File: config.mk
export PLATFORM = sky130hd
export DESIGN_NAME = mem_access_ctrl_flat
export DESIGN_NICKNAME = d
export VERILOG_FILES = /design/src/rtl/mem_pkg.sv /design/src/rtl/mem_access_ctrl_if.sv /design/src/rtl/lane_aligner.sv /design/src/rtl/mem_access_ctrl.sv /design/src/flat_wrapper.sv
export SDC_FILE = /design/constraint.sdc
export NUM_CORES = 1
export LEC_CHECK = 0
export ABC_AREA = 1
export ABC_CLOCK_PERIOD_IN_PS = 2170
export CAP_MARGIN = 0
export CORE_MARGIN = 4
export CORE_UTILIZATION = 43
export DETAILED_ROUTE_END_ITERATION = 12
export HOLD_SLACK_MARGIN = 0.06
export PLACE_DENSITY = 0.8
export RECOVER_POWER = 100
export SLEW_MARGIN = 25
export SYNTH_ARGS = -nofsm -noshare
export SYNTH_HDL_FRONTEND = slang
export SYNTH_SLANG_ARGS = --single-unit
File: constraint.sdc
create_clock -name clk -period 2.17 [get_ports clk]
set_clock_uncertainty 0.1 [all_clocks]
set_input_delay 0.3255 -clock clk [delete_from_list [all_inputs] [get_ports clk]]
set_output_delay 0.3255 -clock clk [all_outputs]
set_load 0.02 [all_outputs]
File: src/rtl/mem_pkg.sv
// Shared encodings, FSM states and write-enable masks for the memory access controller.
package mem_pkg;

  localparam int unsigned DATA_WIDTH = 32;
  localparam int unsigned CNT_WIDTH  = 3;

  localparam logic [1:0] SIZE_BYTE = 2'b00;
  localparam logic [1:0] SIZE_HALF = 2'b01;
  localparam logic [1:0] SIZE_WORD = 2'b10;

  localparam logic [3:0] WE_NONE = 4'b0000;
  localparam logic [3:0] WE_BYTE = 4'b0001;
  localparam logic [3:0] WE_HALF = 4'b0011;
  localparam logic [3:0] WE_WORD = 4'b1111;

  typedef enum logic [1:0] {IDLE, ISSUE, WAIT, RESP} ctrlState_e;

  // Size code 11 behaves as a word.
  function automatic logic [3:0] weMask(input logic [1:0] size);
    case (size)
      SIZE_BYTE: return WE_BYTE;
      SIZE_HALF: return WE_HALF;
      default:   return WE_WORD;
    endcase
  endfunction

  function automatic logic isMisaligned(input logic [1:0] size, input logic [1:0] offset);
    case (size)
      SIZE_BYTE: return 1'b0;
      SIZE_HALF: return offset[0];
      default:   return offset != 2'b00;
    endcase
  endfunction

endpackage

File: src/rtl/mem_access_ctrl_if.sv
// CPU-side request/response bus of the memory access controller.
interface mem_access_ctrl_if
  import mem_pkg::*;
#(
  parameter int unsigned ADDR_WIDTH = 32
);
  logic                  req_valid;
  logic                  req_ready;
  logic                  req_write;
  logic [1:0]            req_size;
  logic                  req_signed;
  logic [ADDR_WIDTH-1:0] req_addr;
  logic [DATA_WIDTH-1:0] req_wdata;
  logic                  resp_valid;
  logic [DATA_WIDTH-1:0] resp_rdata;
  logic                  resp_err;

  modport master (
    output req_valid, req_write, req_size, req_signed, req_addr, req_wdata,
    input  req_ready, resp_valid, resp_rdata, resp_err
  );

  modport slave (
    input  req_valid, req_write, req_size, req_signed, req_addr, req_wdata,
    output req_ready, resp_valid, resp_rdata, resp_err
  );
endinterface

File: src/rtl/lane_aligner.sv
// Rotates raw memory lanes so the addressed byte lands in byte 0, then sign/zero extends.
module lane_aligner
  import mem_pkg::*;
(
  input  logic [DATA_WIDTH-1:0] rawLanes,
  input  logic [1:0]            offset,
  input  logic [1:0]            size,
  input  logic                  isSigned,
  output logic [DATA_WIDTH-1:0] alignedData_c
);

  logic [DATA_WIDTH-1:0] rotated;

  always_comb begin
    rotated       = DATA_WIDTH'({rawLanes, rawLanes} >> {offset, 3'b000});
    alignedData_c = rotated;
    case (size)
      SIZE_BYTE: alignedData_c = {{24{isSigned & rotated[7]}}, rotated[7:0]};
      SIZE_HALF: alignedData_c = {{16{isSigned & rotated[15]}}, rotated[15:0]};
      default:   ;
    endcase
  end

endmodule

File: src/rtl/mem_access_ctrl.sv
// Requester-side load/store controller for the byte-lane memory manager.
// Optional MISALIGN_TRAP_EN: misaligned half/word requests complete immediately with resp_err.
module mem_access_ctrl
  import mem_pkg::*;
#(
  parameter int unsigned ADDR_WIDTH  = 32,
  parameter int unsigned RAM_LATENCY = 1
)(
  input  logic                  clk,
  input  logic                  rst,
  mem_access_ctrl_if.slave      bus,
  output logic [DATA_WIDTH-1:0] memaddr,
  output logic [3:0]            writeEnables,
  output logic [DATA_WIDTH-1:0] memin,
  input  logic [DATA_WIDTH-1:0] memout
);

  ctrlState_e            state;
  logic                  reqWrite;
  logic [1:0]            reqSize;
  logic                  reqSigned;
  logic [1:0]            reqOffset;
  logic [CNT_WIDTH-1:0]  latCnt;
  logic [DATA_WIDTH-1:0] alignedData_c;
  logic                  accept_c;
  logic                  misalign_c;

  assign accept_c = bus.req_valid && bus.req_ready;

`ifdef MISALIGN_TRAP_EN
  assign misalign_c = isMisaligned(bus.req_size, bus.req_addr[1:0]);
`else
  assign misalign_c = 1'b0;
`endif

  lane_aligner u_laneAligner (
    .rawLanes      (memout),
    .offset        (reqOffset),
    .size          (reqSize),
    .isSigned      (reqSigned),
    .alignedData_c (alignedData_c)
  );

  // Control FSM; every output is registered so the ISSUE cycle already shows the memory command.
  always_ff @(posedge clk) begin
    if (rst) begin
      state          <= IDLE;
      bus.req_ready  <= 1'b1;
      bus.resp_valid <= 1'b0;
      bus.resp_rdata <= '0;
      bus.resp_err   <= 1'b0;
      memaddr        <= '0;
      writeEnables   <= WE_NONE;
      memin          <= '0;
      latCnt         <= '0;
      reqWrite       <= 1'b0;
      reqSize        <= SIZE_BYTE;
      reqSigned      <= 1'b0;
      reqOffset      <= 2'b00;
    end else begin
      case (state)
        IDLE: begin
          if (accept_c) begin
            reqWrite      <= bus.req_write;
            reqSize       <= bus.req_size;
            reqSigned     <= bus.req_signed;
            reqOffset     <= bus.req_addr[1:0];
            bus.req_ready <= 1'b0;
            bus.resp_err  <= 1'b0;
            if (misalign_c) begin
              state          <= RESP;
              bus.resp_valid <= 1'b1;
              bus.resp_err   <= 1'b1;
              bus.resp_rdata <= '0;
            end else begin
              state        <= ISSUE;
              memaddr      <= DATA_WIDTH'(bus.req_addr[ADDR_WIDTH-1:0]);
              memin        <= bus.req_wdata;
              writeEnables <= bus.req_write ? weMask(bus.req_size) : WE_NONE;
            end
          end
        end
        ISSUE: begin
          writeEnables <= WE_NONE;
          if (reqWrite) begin
            state          <= RESP;
            bus.resp_valid <= 1'b1;
            bus.resp_rdata <= '0;
          end else begin
            state  <= WAIT;
            latCnt <= CNT_WIDTH'(RAM_LATENCY);
          end
        end
        WAIT: begin
          // memout for the held address is valid once the count reaches one.
          if (latCnt == CNT_WIDTH'(1)) begin
            state          <= RESP;
            bus.resp_valid <= 1'b1;
            bus.resp_rdata <= alignedData_c;
            latCnt         <= '0;
          end else begin
            latCnt <= latCnt - CNT_WIDTH'(1);
          end
        end
        RESP: begin
          state          <= IDLE;
          bus.resp_valid <= 1'b0;
          bus.req_ready  <= 1'b1;
        end
        default: state <= IDLE;
      endcase
    end
  end

endmodule

File: src/flat_wrapper.sv
// flat-port wrapper written by rule: the top's interface ports become plain ports
module mem_access_ctrl_flat import mem_pkg::*;
#(
  parameter int unsigned ADDR_WIDTH  = 32,
  parameter int unsigned RAM_LATENCY = 1
)
  (clk, rst, memaddr, writeEnables, memin, memout, bus_req_valid, bus_req_write, bus_req_size, bus_req_signed, bus_req_addr, bus_req_wdata, bus_req_ready, bus_resp_valid, bus_resp_rdata, bus_resp_err);
  mem_access_ctrl_if #(.ADDR_WIDTH(ADDR_WIDTH)) bus_i ();
  input  logic clk;
  input  logic rst;
  output logic [DATA_WIDTH-1:0] memaddr;
  output logic [3:0] writeEnables;
  output logic [DATA_WIDTH-1:0] memin;
  input  logic [DATA_WIDTH-1:0] memout;
  input wire logic [$bits(bus_i.req_valid)-1:0] bus_req_valid;
  input wire logic [$bits(bus_i.req_write)-1:0] bus_req_write;
  input wire logic [$bits(bus_i.req_size)-1:0] bus_req_size;
  input wire logic [$bits(bus_i.req_signed)-1:0] bus_req_signed;
  input wire logic [$bits(bus_i.req_addr)-1:0] bus_req_addr;
  input wire logic [$bits(bus_i.req_wdata)-1:0] bus_req_wdata;
  output wire logic [$bits(bus_i.req_ready)-1:0] bus_req_ready;
  output wire logic [$bits(bus_i.resp_valid)-1:0] bus_resp_valid;
  output wire logic [$bits(bus_i.resp_rdata)-1:0] bus_resp_rdata;
  output wire logic [$bits(bus_i.resp_err)-1:0] bus_resp_err;
  assign bus_i.req_valid = bus_req_valid;
  assign bus_i.req_write = bus_req_write;
  assign bus_i.req_size = bus_req_size;
  assign bus_i.req_signed = bus_req_signed;
  assign bus_i.req_addr = bus_req_addr;
  assign bus_i.req_wdata = bus_req_wdata;
  assign bus_req_ready = bus_i.req_ready;
  assign bus_resp_valid = bus_i.resp_valid;
  assign bus_resp_rdata = bus_i.resp_rdata;
  assign bus_resp_err = bus_i.resp_err;
  mem_access_ctrl #(.ADDR_WIDTH(ADDR_WIDTH), .RAM_LATENCY(RAM_LATENCY)) u_core (.clk(clk), .rst(rst), .bus(bus_i), .memaddr(memaddr), .writeEnables(writeEnables), .memin(memin), .memout(memout));
endmodule
# After elaboration in Yosys (flattened, before gate mapping)
# Index checks and enable logic that the tools add are counted.
# W data, S select, Z words.
# word_totals
word_cells	61
regBits	113
in_bits	103
# classes
reduce_logical	14
n_eq_ne	10
n_mux	20
n_bitwise	3
shift	1
add_sub_neg	1
# op_table
op	count
$pmux W32 S2	2
$mux W32	2
$shr A64 B5 Y32	1
$pmux W4 S2	2
$reduce_and A2 Y1	5
$mux W4	2
$pmux W2 S4	1
$eq A2 B1 Y1 const B	3
$logic_not A2 Y1	3
$mux W3	2
$ne A2 B1 Y1 const B	3
$pmux W3 S2	1
$reduce_and A3 Y1	2
$reduce_bool A2 Y1	3
$eq A2 B2 Y1 const B	2
$mux W1	4
$mux W2	2
$eq A3 B1 Y1 const B	1
$pmux W1 S3	1
$sub A3 B1 Y3 const B	1
$and A1 B1 Y1	2
$ne A2 B2 Y1 const B	1
$pmux W1 S2	1
$logic_and A1 B1 Y1	1
$not A1 Y1	1

# Longest topological paths before layout
# Gate-level depths: netlist of the first run.
# logic_depth
depth_word	5
ltp_mapped	11

# Cells and area by module
# A second synthesis of the first run with hierarchy kept.
# unflattened
hier_cells	813
hier_area_um2	5422.7
# modules_own_cells
module	area_per_inst_um2	seq_area_each_um2	n_inst	cells_per_inst
mem_access_ctrl	4299.1	2202.1	1	594
lane_aligner	1123.6	0.0	1	219

# Worst setup path before layout of the first run
# No wires, ideal clock.
# synth_timing
kind	reg-to-reg
start	register u_core.state[0]
end	register u_core.memaddr[3]
path_stages_with_launch	8
period_less_slack_ps	1610
slack_ps	560
n_path_buf	2
arrival_ps	1440
cell_sequence	dfxtp_1 -> inv_1 -> ha_1 -> nand3_1 -> buf_2 -> clkbuf_1 -> nand2_1 -> a21oi_1
# synth_via
elab_chain_len	2
# synth_rtl
item	line_no	source
from (decl)	mem_access_ctrl.sv:18	ctrlState_e state;
from (signal assigned)	mem_access_ctrl.sv:47	state <= IDLE;
from (signal assigned)	mem_access_ctrl.sv:71	state <= RESP;
from (signal assigned)	mem_access_ctrl.sv:76	state <= ISSUE;
$logic_not A2 Y1	mem_access_ctrl.sv:61	case (state)
$reduce_and A2 Y1 (no line)	-	
to (signal assigned)	mem_access_ctrl.sv:77	memaddr <= DATA_WIDTH'(bus.req_addr[ADDR_WIDTH-1:0]);
to (decl)	mem_access_ctrl.sv:12	output logic [DATA_WIDTH-1:0] memaddr,
# No other way between the ends.
# A chain may end at the register's enable or synchronous reset.

# Final worst setup path of the first run
# layout_timing
start	register u_core.memaddr[1]
end	output memaddr[1]
# layout_lines
item	line_no	source
to (decl)	flat_wrapper.sv:11	output logic [DATA_WIDTH-1:0] memaddr;
# No word-level cell between the ends.

==> results of run 1 <==
[final timing paths]
check | slack (ps) | from | end | cells after the start
setup / recovery | 230 | u_core.memaddr[1] | memaddr[1] | 1
hold / removal | 300 | rst | u_core.memaddr[15] | 2
setup reg to reg | 340 | u_core.state[0] | u_core.bus.resp_rdata[30] | 6
hold reg to reg | 360 | u_core.memaddr[28] | u_core.memaddr[28] | 2
[per-layer routing]
layer | up-vias | track usage [%] | part of all wire (%)
met5 | - | 0 | 0
met4 | 0 | 7.89 | 2.5
met3 | 23 | 10.7 | 12
li1 | 2685 | - | -
met1 | 2393 | 27.5 | 38
met2 | 240 | 37.2 | 46
[sequential cells by signal (all words and copies together), names as in the netlist]
register,cells
u_core.latCnt,3
u_core.bus.resp_valid,1
u_core.memin,32
u_core.reqWrite,1
u_core.writeEnables,3
u_core.state,2
u_core.memaddr,32
u_core.bus.resp_rdata,32
u_core.reqSize,2
u_core.reqSigned,1
u_core.bus.req_ready,1
[area by class of cell]
| type | instances | area share [%] |
|---|---|---|
| Clock buffer | 10 | 3.10 |
| Clock inverter | 6 | 0.780 |
| Inverter | 19 | 0.984 |
| Multi-Input combinational cell | 529 | 33.3 |
| Sequential cell | 110 | 29.9 |
| Tap cell | 143 | 2.43 |
| Timing Repair Buffer | 217 | 29.6 |
[power by group through the flow]
stage	Sequential [mW]	Clock, mW	Combinational, mW
6_report	2.51	1.59	3.26
5_1_grt	2.55	1.70	3.62
4_1_cts	2.52	1.62	3.43
3_5_place_dp	2.56	0	3.41
3_3_place_gp	2.55	0	3.39
2_1_floorplan	2.83	0	1.92
[worst reg2reg max path, cell delays in order, from the launching register on]
cell and delay [ps]:
dfxtp_1 400, inv_1 100, ha_1 380, nand3_1 120, clkbuf_4 380, nand2_1 120, a21oi_1 160
[cell usage after synthesis (2+ instances only)]
cell type | count | share of area, %
a21oi_1 | 128 | 13
nand3_2 | 6 | 1.2
ha_1 | 7 | 1.8
buf_4 | 4 | 0.60
clkbuf_1 | 22 | 1.7
buf_1 | 2 | 0.15
nand2_1 | 270 | 20
dfxtp_1 | 110 | 44
o21ai_0 | 16 | 1.6
inv_1 | 16 | 1.2
nand3_1 | 76 | 7.6
nand2_2 | 7 | 0.88
inv_2 | 2 | 0.15
buf_2 | 13 | 1.3
buf_6 | 5 | 1.1
o21ai_1 | 2 | 0.20
nor2_1 | 6 | 0.45
[kinds of logic (layout without fill, tap and decap cells)]
group / count (synthesis) / in the layout / synth area share, %
AOI/OAI and AO/OA: 150 / 150 / 15.3
other: 1 / 1 / 0.0749
and+or+nand+nor: 371 / 371 / 31.9
adders and majority gates: 7 / 7 / 1.75
buffers and inverters: 67 / 252 / 6.98
DFF: 110 / 110 / 44.0
[placed cells by master, fill, tap and decap left out, types with 2 or more instances in the layout]
cell / instances
ha_1: 7
clkbuf_16: 9
nor2_1: 6
clkbuf_2: 2
nand2_2: 7
o21ai_0: 16
inv_1: 17
clkinv_4: 2
o21ai_1: 2
clkdlybuf4s50_1: 101
buf_12: 4
a21oi_1: 128
nand3_1: 76
dlygate4sd3_1: 102
nand2_1: 270
dfxtp_1: 110
nand3_2: 6
buf_4: 7
clkinvlp_4: 2
==> results.toml, run 1 <==
[run]
cap_viol_max_count = 0

[sta]
hold_viol_final = 0
final-setup-viol-count = 0
drv_slew = 0
fin_ws_ps = 234
fin_crit_sh_pct = 89.2
holdWs_ps = 302
rsz0062_at_grt = "no"
fin_crit_ps = 1940
tns_ps = 0
fmax_mhz = 516

[placement]
routabilityCongestion = 0.876
place_ws_ps = 308
dp.final_hpwl_um = 11500
dp.cells = 1018
dpl-instance-area_mm2 = 0.00711
portBuffers = 204

[grt]
antenna_found_initial = 0
grt_pass1_vias = 5049
grt_pass1_wl_um = 24700
grt_start_max_net_pins = 53
grtUsageTotal_pct = 23.2
grt_overflow_total = 0

[worst_setup_path]
path_buf_inv = 1
cpMaxStageDelayCell = "dlygate4sd3_1"
crit_type = "reg -> out"
startpoint_type = "flop"
cp_cell_sequence = "dlygate4sd3_1"
worstPathMaxFanout = 7
critical_path_required_ps = 1740
path_delay_family = "buffers and inverters"
crit_path_max_incr_delay_ps = 720
crit_arrival_ps = 1510
critPathCaptureType = "output pin"

[floorplan]
die_w_um = 116
pin_count = 206
fp-row-count = 39
dieArea_mm2 = 0.0134
start_util_pct = 43.8
core_area_mm2 = 0.0114
die_y_um = 116

[finish]
fillerInstances = 1013
area.growth.synth_to_final_pct = 47.4
stdcell_count = 1034
register_area_mm2 = 0.00220
multi_input_comb_area_mm2 = 0.00245
drive_gt1_share_pct = 5.61
nNetsFinal = 996
antennaDiodeCount = 0
fin_util_pct = 64.6
final_area_mm2 = 0.00737

[synthesis]
ys_warn_count = 0
ys.flop_type = "dfxtp_1"
synthCells = 706
synthesis.area_mm2 = 0.00500
syn_avg_cell_area_um2 = 7.09
synth-edff-count = 0
synth.ff_latch_count = 110
synthArstFlopShare_pct = 0
synth_nets = 816
synthDistinctLibCells = 31
synth-seq-area-share_pct = 44.0

[cts]
numCtsBuffers = 9
cts_setup_buffers = 0
h-tree-depth = 3
cts_hold_buf = 0
cts.sinks = 110
clkLatencyLatePin_ps = 340
cts_tree = "yes"
post_cts_resized = 0
cts_buffer_depth = 2
clock-root-buffer = "clkbuf_16"
cts.clk_slew.worst_paths_ps = 70

[pwr]
p_total_mw = 7.36
peakVddDrop_mv = 0.624
netSwitchingFraction_pct = 41.2
pwr_density_cell_mw_per_mm2 = 997
combinationalPowerShare_pct = 44.4
p_clk_share_pct = 21.6
p_int_mw = 4.32
power_switching_mw = 3.03
p_leak_nw = 3.13
seq_power_share_pct = 34.1

[run_status]
status = "completed"

[routing]
routed_wl_um = 15900
drtIter0Drc = 456
drt_first_pass_iters = 6
wl_per_cell_um = 15.4
drc = 0
vias_per_cell = 5.17
vias = 5341
ant_nets = 0

[hold_path]
hp-class = "in -> reg"
No activity file was read; power rests on OpenSTA's default activity.
==> run 2: changes to the inputs <==
Settings changed: CORE_UTILIZATION 43 to 45, PLACE_DENSITY 0.8 to 0.82, SYNTH_HIERARCHICAL from default to 1.
==> results.toml, run 2 <==
[worst_setup_path]
crit_path_max_incr_delay_ps = 370
worst_r2r_path_depth = 9
cpMaxStageDelayCell = "dfxtp_1"
crit_type = "reg -> reg"
crit_arrival_ps = 2220
startpoint_type = "flop"
critPathCaptureType = "flop"
worstPathMaxFanout = 25
cp_cell_sequence = "inv_2 > nand2_1 > nand3_1 > nand3_4 > nand3_1 > nand2_1 > nand3_1 > nand2_1 > nor2_1"
critical_path_required_ps = 2370

[grt]
grt_overflow_total = 0
grt_pass1_vias = 5378
grtUsageTotal_pct = 22.8
grt_pass1_wl_um = 26100
grt_start_max_net_pins = 63
antenna_found_initial = 0

[placement]
dp.cells = 1117
portBuffers = 204
dp.final_hpwl_um = 11800
routabilityCongestion = 0.899
place_ws_ps = 94.0

[synthesis]
ys_warn_count = 6
synth.ff_latch_count = 110
synth-edff-count = 0
yosysTopAreaCellShare_pct = 40.6
ys_top_cells_by_count = "300 x nand2_1, 111 x nand3_1, 110 x dfxtp_1"
synth-seq-area-share_pct = 40.6
synth_top_area_cell = "dfxtp_1"
synth_nets = 923
synth_most_common_cell = "nand2_1"
synthCells = 813
synthesis.area_mm2 = 0.00542
ys_top_cells_by_area = "dfxtp_1 41%, nand2_1 21%, nand3_1 10%"
synthDistinctLibCells = 28
ys.flop_type = "dfxtp_1"
synthArstFlopShare_pct = 0
syn_avg_cell_area_um2 = 6.67

[cts]
clkLatencyLatePin_ps = 360
cts_setup_buffers = 0
cts.sinks = 110
cts.clk_slew.worst_paths_ps = 70
h-tree-depth = 3
numCtsBuffers = 9
clock-root-buffer = "clkbuf_16"
cts_buffer_depth = 2
cts_tree = "yes"

[floorplan]
pin_count = 206
core_area_mm2 = 0.0116
start_util_pct = 46.7
die_y_um = 118
dieArea_mm2 = 0.0139
die_w_um = 118
fp-row-count = 39

[sta]
final-setup-viol-count = 0
fin_crit_sh_pct = 93.0
tns_ps = 0
fin_ws_ps = 151
fmax_mhz = 495
worst_pin_slew_ps = 545
drv_slew = 0
relSlewSlack_pct = 63.7
hold_viol_final = 0
fin_crit_ps = 2020
rsz0062_at_grt = "yes"

[routing]
ant_nets = 0
drc = 0
drt_first_pass_iters = 5
routed_wl_um = 16300
wl_per_cell_um = 14.4
vias = 5840
vias_per_cell = 5.16
drtIter0Drc = 403

[finish]
nNetsFinal = 1096
final_cell_mix = "305 x nand2_1, 117 x nand3_1, 110 x dfxtp_1, 102 x clkdlybuf4s50_1, 101 x dlygate4sd3_1"
area.growth.synth_to_final_pct = 42.6
stdcell_count = 1132
antennaDiodeCount = 0
reg_top3 = "u_core/bus.resp_rdata: 32 flops, u_core/memaddr: 32 flops, u_core/memin: 32 flops"
drive_gt1_share_pct = 5.36
final_common_cell = "nand2_1"

[pwr]
p_leak_nw = 3.47
peakVddDrop_mv = 0.825
pwr_density_cell_mw_per_mm2 = 1130
p_total_mw = 8.74

[hold_path]
hp-class = "in -> reg"
whs_path_depth = 2

[run_status]
status = "completed"

[run]
cap_viol_max_count = 0
-- run 2: changes by cell type after synthesis, moves of 8 or more --
| cell | change |
|---|---|
| a21oi_1 | -55 |
| buf_2 | +14 |
| inv_1 | +9 |
| nand2_1 | +30 |
| nand3_1 | +35 |
| nand3_2 | +8 |
| nor2_1 | +68 |
| o21ai_0 | -14 |
| o21ai_1 | +13 |
-- run 2: logic make-up after synthesis --
kind of cell | after synthesis | synth area share (%)
AOI/OAI and AO/OA | 92 | 8.61
other | 1 | 0.0692
adders and majority gates | 7 | 1.62
and+or+nand+nor | 514 | 41.0
DFF | 110 | 40.6
buffers and inverters | 89 | 8.05
-- run 2: final cells by class --
type / instances / area, µm²
fillers: 1065 / 3880
multi-input cells: 615 / 2760
flip-flops and latches: 110 / 2200
repair buffers: 222 / 2190
clock buffers: 10 / 239
well taps: 143 / 179
inverters: 28 / 106
clock inverters: 4 / 57.6
-- run 2: what timing repair did --
item | 4_1_cts | 5_1_grt
hold buffers | 0 | 0
resized for setup | 0 | 2
setup endpoints to repair | 0 | 22
-- run 2: per-layer routing --
metal | routed length, µm | track usage [%]
met1 | 6140 | 24.1
met2 | 7770 | 39.1
met3 | 1950 | 11.5
met4 | 479 | 8.35
met5 | 0 | 0
-- run 2: final timing paths --
path / to / start / slack (ps)
worst min register to register: u_core/bus.resp_rdata[5] / u_core/bus.resp_rdata[5] / 360
worst max register to register: u_core/bus.resp_rdata[17] / u_core/memaddr[0] / 150
worst max-delay path: u_core/bus.resp_rdata[17] / u_core/memaddr[0] / 150
worst min-delay path: u_core/reqSigned / rst / 220
-- run 2: metrics by stage --
stage / hold slack, ps / utilization [%] / cell area (µm²)
2_1_floorplan: 353 / - / 5420
3_3_place_gp: 348 / 64.4 / 7470
3_5_place_dp: 355 / 64.4 / 7470
4_1_cts: 213 / 66.9 / 7770
5_1_grt: 234 / 66.6 / 7730
6_report: 220 / 66.6 / 7730
-- run 2: worst max-delay path, delay by kind of cell (launching register included) --
family | cells | cell delay, ps
buffers and inverters | 1 | 340
DFF | 1 | 370
and+or+nand+nor | 8 | 1130
-- run 2: power breakdown --
group	switching [mW]	internal (mW)
Combinational	2.64	1.61
Clock	0.756	0.924
Sequential	0.283	2.54
Total	3.68	5.07
